`config.mk`:
```
export PLATFORM = sky130hd
export DESIGN_NAME = prog_loader
export DESIGN_NICKNAME = d
export VERILOG_FILES = /design/src/rtl/prog_loader.sv
export SDC_FILE = /design/constraint.sdc
export NUM_CORES = 1
export LEC_CHECK = 0
export ABC_AREA = 1
export BUFFER_PORTS_ARGS = -buffer_cell sky130_fd_sc_hd__buf_2
export CORE_ASPECT_RATIO = 0.8
export CORE_MARGIN = 2
export CORE_UTILIZATION = 54
export DETAILED_ROUTE_END_ITERATION = 16
export MAX_ROUTING_LAYER = met4
export PLACE_DENSITY_LB_ADDON = 0.2
export SYNTH_ARGS = -nofsm -noshare
export SYNTH_HDL_FRONTEND = slang
export SYNTH_SLANG_ARGS = --single-unit
```
`constraint.sdc`:
```
create_clock -name CLK -period 3.8 [get_ports CLK]
set_clock_uncertainty 0.15 [all_clocks]
set_input_delay 0.76 -clock CLK [delete_from_list [all_inputs] [get_ports CLK]]
set_output_delay 0.76 -clock CLK [all_outputs]
set_load 0.01 [all_outputs]
```
`src/rtl/prog_loader.sv`:
```
// prog_loader: UART program loader.
// Packs received bytes into WORD_BYTES-wide words and writes them to
// instruction memory from word address 0 upward. With USE_HEADER=1 a load is
// a framed transfer: a little-endian word count, the payload, and one XOR
// checksum byte. With USE_HEADER=0 the load is a raw stream ended by STOP.
// done/error are held until the next START or RST so the core top can decide
// whether to switch to EXEC.
module prog_loader #(
  parameter int ADDR_WIDTH = 17,
  parameter int WORD_BYTES = 4,
  parameter int BIG_ENDIAN = 0,
  parameter int USE_HEADER = 1
) (
  input  logic                    CLK,
  input  logic                    RST,
  input  logic                    START,
  input  logic                    STOP,
  input  logic [7:0]              rx_data,
  input  logic                    rx_valid,
  output logic [ADDR_WIDTH-1:0]   mem_addr,
  output logic [8*WORD_BYTES-1:0] mem_wdata,
  output logic                    mem_we,
  output logic                    busy,
  output logic                    done,
  output logic                    error,
  output logic [ADDR_WIDTH:0]     words_loaded
);

  localparam int W  = 8 * WORD_BYTES;
  localparam int NW = ADDR_WIDTH + 1;
  localparam int CW = $clog2(WORD_BYTES) + 1;

  localparam bit RAW = (USE_HEADER == 0);
  localparam bit BE  = (BIG_ENDIAN != 0);

  // Index of the byte that completes a word.
  localparam logic [CW-1:0] LAST = CW'(WORD_BYTES - 1);
  // Memory capacity in words; a raw stream may not complete a word at this index.
  localparam logic [NW-1:0] FULL = {1'b1, {ADDR_WIDTH{1'b0}}};
  // Largest header word count accepted (the whole memory).
  localparam logic [64:0] LIMIT = 65'(1) << ADDR_WIDTH;

  typedef enum logic [2:0] {
    S_IDLE,
    S_HEADER,
    S_DATA,
    S_CHECK,
    S_DONE,
    S_ERR
  } state_t;

  state_t state, state_d;

  // Byte-packing stage registers.
  logic [CW-1:0] byte_cnt_p0;
  logic [W-1:0]  word_p0;
  logic [7:0]    checksum_p0;
  logic [NW-1:0] n_words;

  // Combinational decode of the current byte.
  logic          last_byte;
  logic [CW-1:0] data_lane;
  logic [W-1:0]  packed_w;
  logic [W-1:0]  hdr_word;
  logic [63:0]   hdr_n;
  logic          hdr_too_big;
  logic          hdr_zero;
  logic          full_word;
  logic          flush;
  logic          wr_issue;
  logic [W-1:0]  wr_word;

  // Replace one byte lane of a word with a new byte.
  function automatic logic [W-1:0] put_lane(input logic [W-1:0] w,
                                            input logic [7:0]   b,
                                            input logic [CW-1:0] lane);
    logic [W-1:0] r;
    r = w;
    for (int i = 0; i < WORD_BYTES; i++) begin
      if (lane == CW'(i)) r[8*i +: 8] = b;
    end
    return r;
  endfunction

  // Zero-extend a header word so it can be compared against the capacity
  // regardless of how W relates to ADDR_WIDTH.
  function automatic logic [63:0] widen(input logic [W-1:0] w);
    return 64'(w);
  endfunction

  // Next-state and write-issue decode; every output has a default first.
  always_comb begin
    state_d     = state;
    wr_issue    = 1'b0;
    wr_word     = word_p0;
    full_word   = 1'b0;
    flush       = 1'b0;
    last_byte   = (byte_cnt_p0 == LAST);
    data_lane   = BE ? (LAST - byte_cnt_p0) : byte_cnt_p0;
    packed_w    = put_lane(word_p0, rx_data, data_lane);
    hdr_word    = put_lane(word_p0, rx_data, byte_cnt_p0);
    hdr_n       = widen(hdr_word);
    hdr_too_big = ({1'b0, hdr_n} > LIMIT);
    hdr_zero    = (hdr_n == 64'd0);

    if (START) begin
      state_d = RAW ? S_DATA : S_HEADER;
    end else begin
      case (state)
        S_HEADER: begin
          if (rx_valid && last_byte) begin
            if (hdr_too_big)   state_d = S_ERR;
            else if (hdr_zero) state_d = S_CHECK;
            else               state_d = S_DATA;
          end
        end
        S_DATA: begin
          full_word = rx_valid && last_byte;
          // A STOP in the same cycle as a byte applies after that byte is packed.
          flush     = RAW && STOP;
          if (full_word || (flush && (rx_valid || byte_cnt_p0 != '0))) begin
            if (RAW && words_loaded == FULL) begin
              state_d = S_ERR;
            end else begin
              wr_issue = 1'b1;
              wr_word  = rx_valid ? packed_w : word_p0;
              if (!RAW && full_word && (words_loaded + 1'b1 == n_words))
                state_d = S_CHECK;
              else if (flush)
                state_d = S_DONE;
            end
          end else if (flush) begin
            state_d = S_DONE;
          end
        end
        S_CHECK: begin
          if (rx_valid) state_d = (rx_data == checksum_p0) ? S_DONE : S_ERR;
        end
        default: state_d = state;
      endcase
    end
  end

  // State register.
  always_ff @(posedge CLK) begin
    if (RST) state <= S_IDLE;
    else     state <= state_d;
  end

  // ---- stage p0: byte packing, header capture, checksum ----
  // ---- stage p1: memory write port and word counter ----
  // Datapath: collect bytes, issue word writes, track count and checksum.
  always_ff @(posedge CLK) begin
    if (RST) begin
      byte_cnt_p0  <= '0;
      word_p0      <= '0;
      checksum_p0  <= '0;
      n_words      <= '0;
      words_loaded <= '0;
      mem_addr     <= '0;
      mem_wdata    <= '0;
      mem_we       <= 1'b0;
    end else if (START) begin
      byte_cnt_p0  <= '0;
      word_p0      <= '0;
      checksum_p0  <= '0;
      n_words      <= '0;
      words_loaded <= '0;
      mem_we       <= 1'b0;
    end else begin
      mem_we <= wr_issue;
      if (wr_issue) begin
        mem_addr     <= words_loaded[ADDR_WIDTH-1:0];
        mem_wdata    <= wr_word;
        words_loaded <= words_loaded + 1'b1;
      end
      case (state)
        S_HEADER: begin
          if (rx_valid) begin
            if (last_byte) begin
              byte_cnt_p0 <= '0;
              word_p0     <= '0;
              n_words     <= NW'(hdr_n);
            end else begin
              byte_cnt_p0 <= byte_cnt_p0 + 1'b1;
              word_p0     <= hdr_word;
            end
          end
        end
        S_DATA: begin
          if (rx_valid) checksum_p0 <= checksum_p0 ^ rx_data;
          // Clearing on every write keeps unfilled lanes of a flushed word zero.
          if (wr_issue || state_d != S_DATA) begin
            byte_cnt_p0 <= '0;
            word_p0     <= '0;
          end else if (rx_valid) begin
            byte_cnt_p0 <= byte_cnt_p0 + 1'b1;
            word_p0     <= packed_w;
          end
        end
        default: begin
        end
      endcase
    end
  end

  // Status flags decode directly from the state register.
  assign busy  = (state == S_HEADER) || (state == S_DATA) || (state == S_CHECK);
  assign done  = (state == S_DONE);
  assign error = (state == S_ERR);

endmodule

```
==> metrics.md, run 1 <==
| Metric | Value |
|---|---|
| Clock Latency Late Sink | 0.43 ns |
| Post-Synthesis Cells | 1,070 |
| FMAX | 315.2 MHz |
| Worst setup EP type | flop |
| Min Tclk post-route | 3.172 ns |
| Starting Density | 0.5457 |
| CTS Buf Count | 17 |
| Fraction of the yosys area taken by sequential cells | 0.3803 |
| Startpoint Class | flop |
| DR WL/cell | 14.78 um |
| Pre-CTS setup slack | 0.6133 ns |
| Final setup TNS | 0 ns |
| Worst path required time | 3.96 ns |
| Largest family of logic cells by synthesized area | simple AND/OR/NAND/NOR gates |
| Post-layout util | 0.6337 |
| Total chip power | 3.360 mW |
| Internal power | 2.530 mW |
| # rows | 37 |
| Commonest non-fill, non-tap cell in the layout | nand2_1 |
| DP HPWL | 13,080 um |
| Mapped cell area | 6948 um^2 |
| Synth-to-Final Area Change | 16.12% |
| LEAKAGE | 3.663 nW |
| Initial antenna violation count | 0 |
| Post-Synth XOR/XNOR Area | 0.01387 |
| Fill count | 1,186 |
| Global routing usage on met3 | 0.06294 |
| Final nets | 1,150 |
| Vias in the first global route | 6,220 |
| GRT met2 Usage | 0.4066 |
| Combinational fraction of design power | 0.085 |
| Clock power frac | 0.494 |
| I/O pins | 84 |
| Slew @ Worst Pin | 1.066 ns |
| Vias after detailed routing | 7,237 |
| Largest net degree at the start of global routing | 85 |
| Sink Count | 132 |
| Setup Crit Path Kind | flop to flop |
| Die W | 130.8 um |
| Max incr delay on CP | 0.34 ns |
| Cell Chain, Critical Path | inv_1 -> ha_1 -> nand2_2 -> o21ai_1 -> nand2_1 -> nor2_1 -> nand2_1 -> nor2_1 -> nand2_1 -> nand2_1 -> nand2_1 -> a21oi_1 -> nand2_1 -> nor2_1 -> nand3_1 -> nand2_1 -> nand2_1 -> nand2_1 -> nor2_1 |
| Hold crit path type | flop to flop |
| Run status | completed |
| # diodes | 0 |
| Power per cell area | 416.4 nW/um^2 |
| Asr flop ratio synth | 0 |
| Post-synthesis simple-gate area fraction | 0.2732 |
| DRT Wirelength | 19,480 um |
| GR peak layer | met1 |
| Net Sw Frac | 0.2469 |
| GRT Residual Overflow | 0 |
| Main synth FF type | dfxtp_1 |
| Post-synthesis compound-gate area fraction | 0.2247 |
| Yosys warnings | 0 |
| Die Span Y | 105.5 um |
| Hold Slack | 0.3271 ns |
| DRC | 0 |
| First-pass GRT wire length | 31,300 um |
| Max Slew Vio Count | 0 |
| Drt first pass iters | 5 |
| Syn avg cell area | 6.493 um^2 |
| Via-to-Cell Ratio | 5.491 |
| Postcts setup bufs | 0 |
| Core area | 12,730 um^2 |
| Clk buf depth | 2 |
| Die Area | 13,800 um^2 |
| PortBufs | 82 |
| Final worst path period share | 0.8349 |
| Post-synth EDFFs | 0 |
| Buf/Inv on CP | 1 |
| CTS Root Buffer Type | clkbuf_16 |
| Most frequent cells in the layout | nand2_1 (235), o21ai_0 (148), dfxtp_1 (132) |
| Max-slew headroom | 0.2887 |
| Crit Path Max Fanout | 9 |
| H-tree Lvls | 4 |
| Hold Buf Count CTS | 0 |
| Final ANT Viol Nets | 0 |
| Post-Syn Nets | 1,090 |
| Gr usage total | 0.2993 |
| Most common cell on crit path | nand2_1 |
| # resized after CTS | 0 |
| Data arrival time of the worst path | 3.34 ns |
| Unrepaired setup endpoints after global routing | false |
| Slowest CP cell | dfxtp_1 |
| Met1 global-route usage | 0.4443 |
| Flops & latches, synth | 132 |
| Fraction of the mapped netlist area in adder cells | 0.01261 |
| Maximum vdd ir drop | 0.0003773 V |
| CTS tree | done |
| CP top delay family | simple AND/OR/NAND/NOR gates |
| Share of post-route cells with drive strength above 1 | 0.1242 |
| Final setup viols | 0 |
| DR iter-0 viols | 773 |
| Fin. Hold Viols | 0 |
| Max-cap violations | 0 |
| Distinct cells, synth | 34 |
| GP Congestion | 0.9228 |
| Final WS setup | 0.6276 ns |
| P_sw | 0.8294 mW |
| Proportion of synthesized area in mux cells | 0 |
| Reg clk slew, reported paths | 0.06 ns |
| Sequential Power Share | 0.421 |
==> cell usage after synthesis, types with 2 or more instances <==
library cell  instances  area [um^2]
clkbuf_1             46        172.7
buf_6                 4        45.04
nor2_2                2        12.51
nand3b_1              5        37.54
nand2_2               3        18.77
nand2_1             235        882.1
nand4_1              12        75.07
buf_2                 3        15.01
ha_1                  7        87.58
nor3_1                4        20.02
a211oi_1              5        37.54
a21boi_0              4        30.03
xor2_1                5        43.79
nand3_1              69        345.3
xnor2_1               6        52.55
clkinv_1              2        7.510
o21a_1                3        22.52
inv_1               106        397.9
o21ai_2               3        26.28
o21ai_0             148        740.7
o211ai_1              4        30.03
nor2_1              126        473.0
dfxtp_1             132         2643
a21oi_1             102        510.5
nor2_4                2        22.52
a31oi_1              23        143.9
inv_2                 2        7.510
==> flip-flops by register name (all words and copies together) (netlist names) <==
signal        count
mem_addr         17
word_p0          32
state             3
n_words          18
byte_cnt_p0       3
mem_we            1
mem_wdata        32
checksum_p0       8
words_loaded     18
==> worst min-delay path, cell delays in order, from the launching register on <==
cell and delay (ns):
dfxtp_1 0.31, inv_1 0.07, a21oi_1 0.06
==> cell families (layout without fill, tap and decap cells) <==
family | after synthesis | after routing
simple gates | 459 | 459
xor+xnor | 11 | 11
buf+inv | 166 | 239
flops | 132 | 132
compound gates | 295 | 295
fa+ha+maj | 7 | 7
==> area by class of cell <==
| type | instances | area, um^2 | area share |
|---|---|---|---|
| inverters | 110 | 412.9 | 0.05118 |
| clock buffers | 24 | 501.7 | 0.06219 |
| multi-input cells | 772 | 3659 | 0.4535 |
| clock inverters | 8 | 97.59 | 0.01210 |
| repair buffers | 97 | 535.5 | 0.06638 |
| flip-flops and latches | 132 | 2643 | 0.3275 |
| well taps | 175 | 219.0 | 0.02714 |
==> power groups by stage <==
stage | registers, mW | clock network, mW | logic (mW)
global route | 1.42 | 1.74 | 0.320
global placement | 1.44 | 0 | 0.274
detailed placement | 1.44 | 0 | 0.277
CTS | 1.41 | 1.67 | 0.279
floorplan | 1.44 | 0 | 0.201
finish | 1.41 | 1.66 | 0.284
==> routing by layer <==
metal / wire length, um / part of all wire
met2: 8007 / 0.41
met4: 351 / 0.018
met5: 0 / 0
met1: 9625 / 0.49
met3: 1498 / 0.077
==> through the flow <==
| stage | cells | instance area (um^2) |
|---|---|---|
| finish | 1318 | 8068 |
| global route | 1318 | 8068 |
| CTS | 1318 | 8068 |
| detailed placement | 1286 | 7468 |
| global placement | 1286 | 7468 |
| floorplan | 1070 | 6948 |
==> path summary, 6_finish.rpt <==
kind / startpoint / end / slack, ns / cells past startpoint
setup reg to reg: byte_cnt_p0[0] / byte_cnt_p0[2] / 0.63 / 19
hold / removal: n_words[4] / n_words[4] / 0.33 / 2
setup / recovery: byte_cnt_p0[0] / byte_cnt_p0[2] / 0.63 / 19
hold reg to reg: n_words[4] / n_words[4] / 0.33 / 2
No activity file was read; power rests on OpenSTA's default activity.
==> run 2: changes to the inputs <==
--- a/config.mk
+++ b/config.mk
@@ -5,11 +5,11 @@
 export SDC_FILE = /design/constraint.sdc
 export NUM_CORES = 1
 export LEC_CHECK = 0
-export ABC_AREA = 1
+export ABC_AREA = 0
 export BUFFER_PORTS_ARGS = -buffer_cell sky130_fd_sc_hd__buf_2
 export CORE_ASPECT_RATIO = 0.8
 export CORE_MARGIN = 2
-export CORE_UTILIZATION = 54
+export CORE_UTILIZATION = 52
 export DETAILED_ROUTE_END_ITERATION = 16
 export MAX_ROUTING_LAYER = met4
 export PLACE_DENSITY_LB_ADDON = 0.2
==> constraint.sdc (replaced) <==
create_clock -name CLK -period 2.7 [get_ports CLK]
set_clock_uncertainty 0.15 [all_clocks]
set_input_delay 0.54 -clock CLK [delete_from_list [all_inputs] [get_ports CLK]]
set_output_delay 0.54 -clock CLK [all_outputs]
set_load 0.01 [all_outputs]
==> metrics.md, run 2 <==
| Metric | Value |
|---|---|
| Main synth FF type | dfxtp_1 |
| Synth area leader | dfxtp_1 |
| Min Tclk post-route | 2.483 ns |
| Starting Density | 0.5367 |
| Worst path required time | 2.88 ns |
| Sequential Power Share | 0.444 |
| Sink Count | 132 |
| Post-Syn Nets | 730 |
| I/O pins | 84 |
| DR iter-0 viols | 374 |
| Asr flop ratio synth | 0 |
| FMAX | 402.8 MHz |
| PortBufs | 82 |
| R2R cell count | 8 |
| Synth-to-Final Area Change | 19.68% |
| H-tree Lvls | 4 |
| GP Congestion | 0.9402 |
| DP HPWL | 10,750 um |
| Post-Synthesis Cells | 710 |
| Unrepaired setup endpoints after global routing | false |
| Fin. Hold Viols | 0 |
| Max incr delay on CP | 0.54 ns |
| # rows | 35 |
| Hold Path Cell Cnt | 2 |
| LEAKAGE | 3.082 nW |
| Most frequent cells in the layout | dfxtp_1 (132), nor2_1 (92), nand2_1 (90) |
| Max-slew headroom | 0.5911 |
| Hold crit path type | flop to flop |
| Internal power | 3.419 mW |
| Die W | 126.1 um |
| DRT Wirelength | 15,550 um |
| Largest net degree at the start of global routing | 71 |
| Total chip power | 4.411 mW |
| CTS Root Buffer Type | clkbuf_16 |
| Distinct cells, synth | 64 |
| Synth top area share | 0.4259 |
| Drt first pass iters | 5 |
| Slowest CP cell | or4_4 |
| Post-synth EDFFs | 0 |
| Syn avg cell area | 8.739 um^2 |
| Final worst path period share | 0.9195 |
| Yosys warnings | 0 |
| Net Sw Frac | 0.2248 |
| Final setup viols | 0 |
| Top post-synthesis cells by area | dfxtp_1 (43%), mux2i_1 (6.8%), nor2_1 (5.7%) |
| Data arrival time of the worst path | 2.66 ns |
| Commonest cells post-synth | dfxtp_1 (132), nor2_1 (94), nand2_1 (90) |
| Gr usage total | 0.2562 |
| Initial antenna violation count | 0 |
| Commonest non-fill, non-tap cell in the layout | dfxtp_1 |
| Share of post-route cells with drive strength above 1 | 0.2157 |
| Mapped cell area | 6205 um^2 |
| Vias in the first global route | 5,108 |
| Postcts setup bufs | 0 |
| First-pass GRT wire length | 25,410 um |
| Flops & latches, synth | 132 |
| Most common cell on crit path | ha_1 |
| Die Span Y | 101.7 um |
| CTS Buf Count | 17 |
| DR WL/cell | 16.37 um |
| Clock power frac | 0.515 |
| Max Slew Vio Count | 0 |
| Crit Path Max Fanout | 8 |
| Top Registers | mem_wdata: 32 flops, word_p0: 32 flops |
| Die Area | 12,830 um^2 |
| GRT Residual Overflow | 0 |
| Run status | completed |
| Clock Latency Late Sink | 0.42 ns |
| Via-to-Cell Ratio | 5.649 |
| Slew @ Worst Pin | 0.6106 ns |
| DRC | 0 |
| P_sw | 0.9916 mW |
| Power per cell area | 594.0 nW/um^2 |
| Post-layout util | 0.6423 |
| Worst setup EP type | flop |
| Final nets | 810 |
| Top-count cell post-synth | dfxtp_1 |
| Hold Buf Count CTS | 0 |
| Combinational fraction of design power | 0.041 |
| # diodes | 0 |
| Clk buf depth | 2 |
| Core area | 11,560 um^2 |
| Max-cap violations | 0 |
| Final ANT Viol Nets | 0 |
| Fraction of the yosys area taken by sequential cells | 0.4259 |
| Vias after detailed routing | 5,367 |
| Setup Crit Path Kind | flop to flop |
| Cell Chain, Critical Path | ha_1 -> ha_1 -> and2_2 -> nand2_4 -> or4_4 -> a2111oi_4 -> nand4_1 -> o31ai_2 |
| Startpoint Class | flop |
| CTS tree | done |
| Reg clk slew, reported paths | 0.06 ns |
| Final setup TNS | 0 ns |
| Maximum vdd ir drop | 0.0004894 V |
run 2: changes by cell type in the layout (fill, tap and decap cells not counted), moves of 12 or more:
cell / previous run / this run
o21ai_0: 148 / 14
inv_1: 106 / 7
a21oi_1: 102 / 42
nor2_1: 124 / 92
mux2i_1: 0 / 42
xor2_1: 5 / 35
buf_4: 14 / 31
a22o_1: 0 / 16
a31oi_1: 23 / 2
a211oi_1: 5 / 43
nand3_1: 69 / 15
nand2_1: 235 / 90
and2_1: 0 / 12
run 2: cell families (layout without fill, tap and decap cells):
logic type / Yosys count / count (layout) / synth area share
and+or+nand+nor: 270 / 270 / 0.2123
AOI/OAI and AO/OA: 146 / 146 / 0.1648
muxes: 43 / 43 / 0.06957
DFF: 132 / 132 / 0.4259
buffers and inverters: 62 / 154 / 0.04275
adders and majority gates: 7 / 7 / 0.01412
xor gates and xnor gates: 50 / 50 / 0.07058
run 2: final timing paths:
kind                            slack, ns           start      endpoint
worst max-delay path                 0.22  byte_cnt_p0[1]      state[0]
worst min-delay path                 0.30    mem_addr[11]  mem_addr[11]
worst max register to register       0.22  byte_cnt_p0[1]      state[0]
worst min register to register       0.30    mem_addr[11]  mem_addr[11]
run 2: metal layers:
| metal | GRT usage | vias up | share of wire |
|---|---|---|---|
| li1 | - | 2646 | - |
| met1 | 0.3308 | 2520 | 0.47 |
| met2 | 0.4016 | 172 | 0.45 |
| met3 | 0.05388 | 29 | 0.058 |
| met4 | 0.09045 | 0 | 0.018 |
| met5 | - | - | 0 |
run 2: worst max-delay path: cells and delay by family, from the launching register on:
kind	cells	cell delay, ns
adder cells (fa/ha/maj)	2	0.35
AND/OR/NAND/NOR	4	1.02
flip-flops	1	0.38
AO/OA/AOI/OAI	2	0.49
run 2: per-stage QoR:
| step | hold WS (ns) | instances | instance area (um^2) | setup slack [ns] |
|---|---|---|---|---|
| 2_1_floorplan | 0.2802 | 710 | 6205 | 0.3427 |
| 3_3_place_gp | 0.2895 | 919 | 6837 | 0.1515 |
| 3_5_place_dp | 0.2930 | 919 | 6837 | 0.2054 |
| 4_1_cts | 0.3006 | 950 | 7420 | 0.2116 |
| 5_1_grt | 0.3208 | 950 | 7426 | 0.07436 |
| 6_report | 0.2993 | 950 | 7426 | 0.2174 |
run 2: power groups by stage:
stage,combinational [mW],clock (mW),sequential (mW)
3_3_place_gp,0.172,0,2.00
6_report,0.180,2.27,1.96
4_1_cts,0.178,2.30,1.96
2_1_floorplan,0.117,0,2.00
3_5_place_dp,0.175,0,2.00
5_1_grt,0.192,2.38,1.96
run 2: area by class of cell:
type | count | area, um^2
Clock buffer | 20 | 456.7
Clock inverter | 11 | 126.4
Fill cell | 992 | 4135
Inverter | 9 | 38.79
Multi-Input combinational cell | 516 | 3313
Sequential cell | 132 | 2643
Tap cell | 148 | 185.2
Timing Repair Buffer | 114 | 663.1
run 2: what timing repair did:
action,in CTS,in global routing
resized for setup,0,1
setup endpoints to repair,0,2
endpoints found under the hold margin,0,0
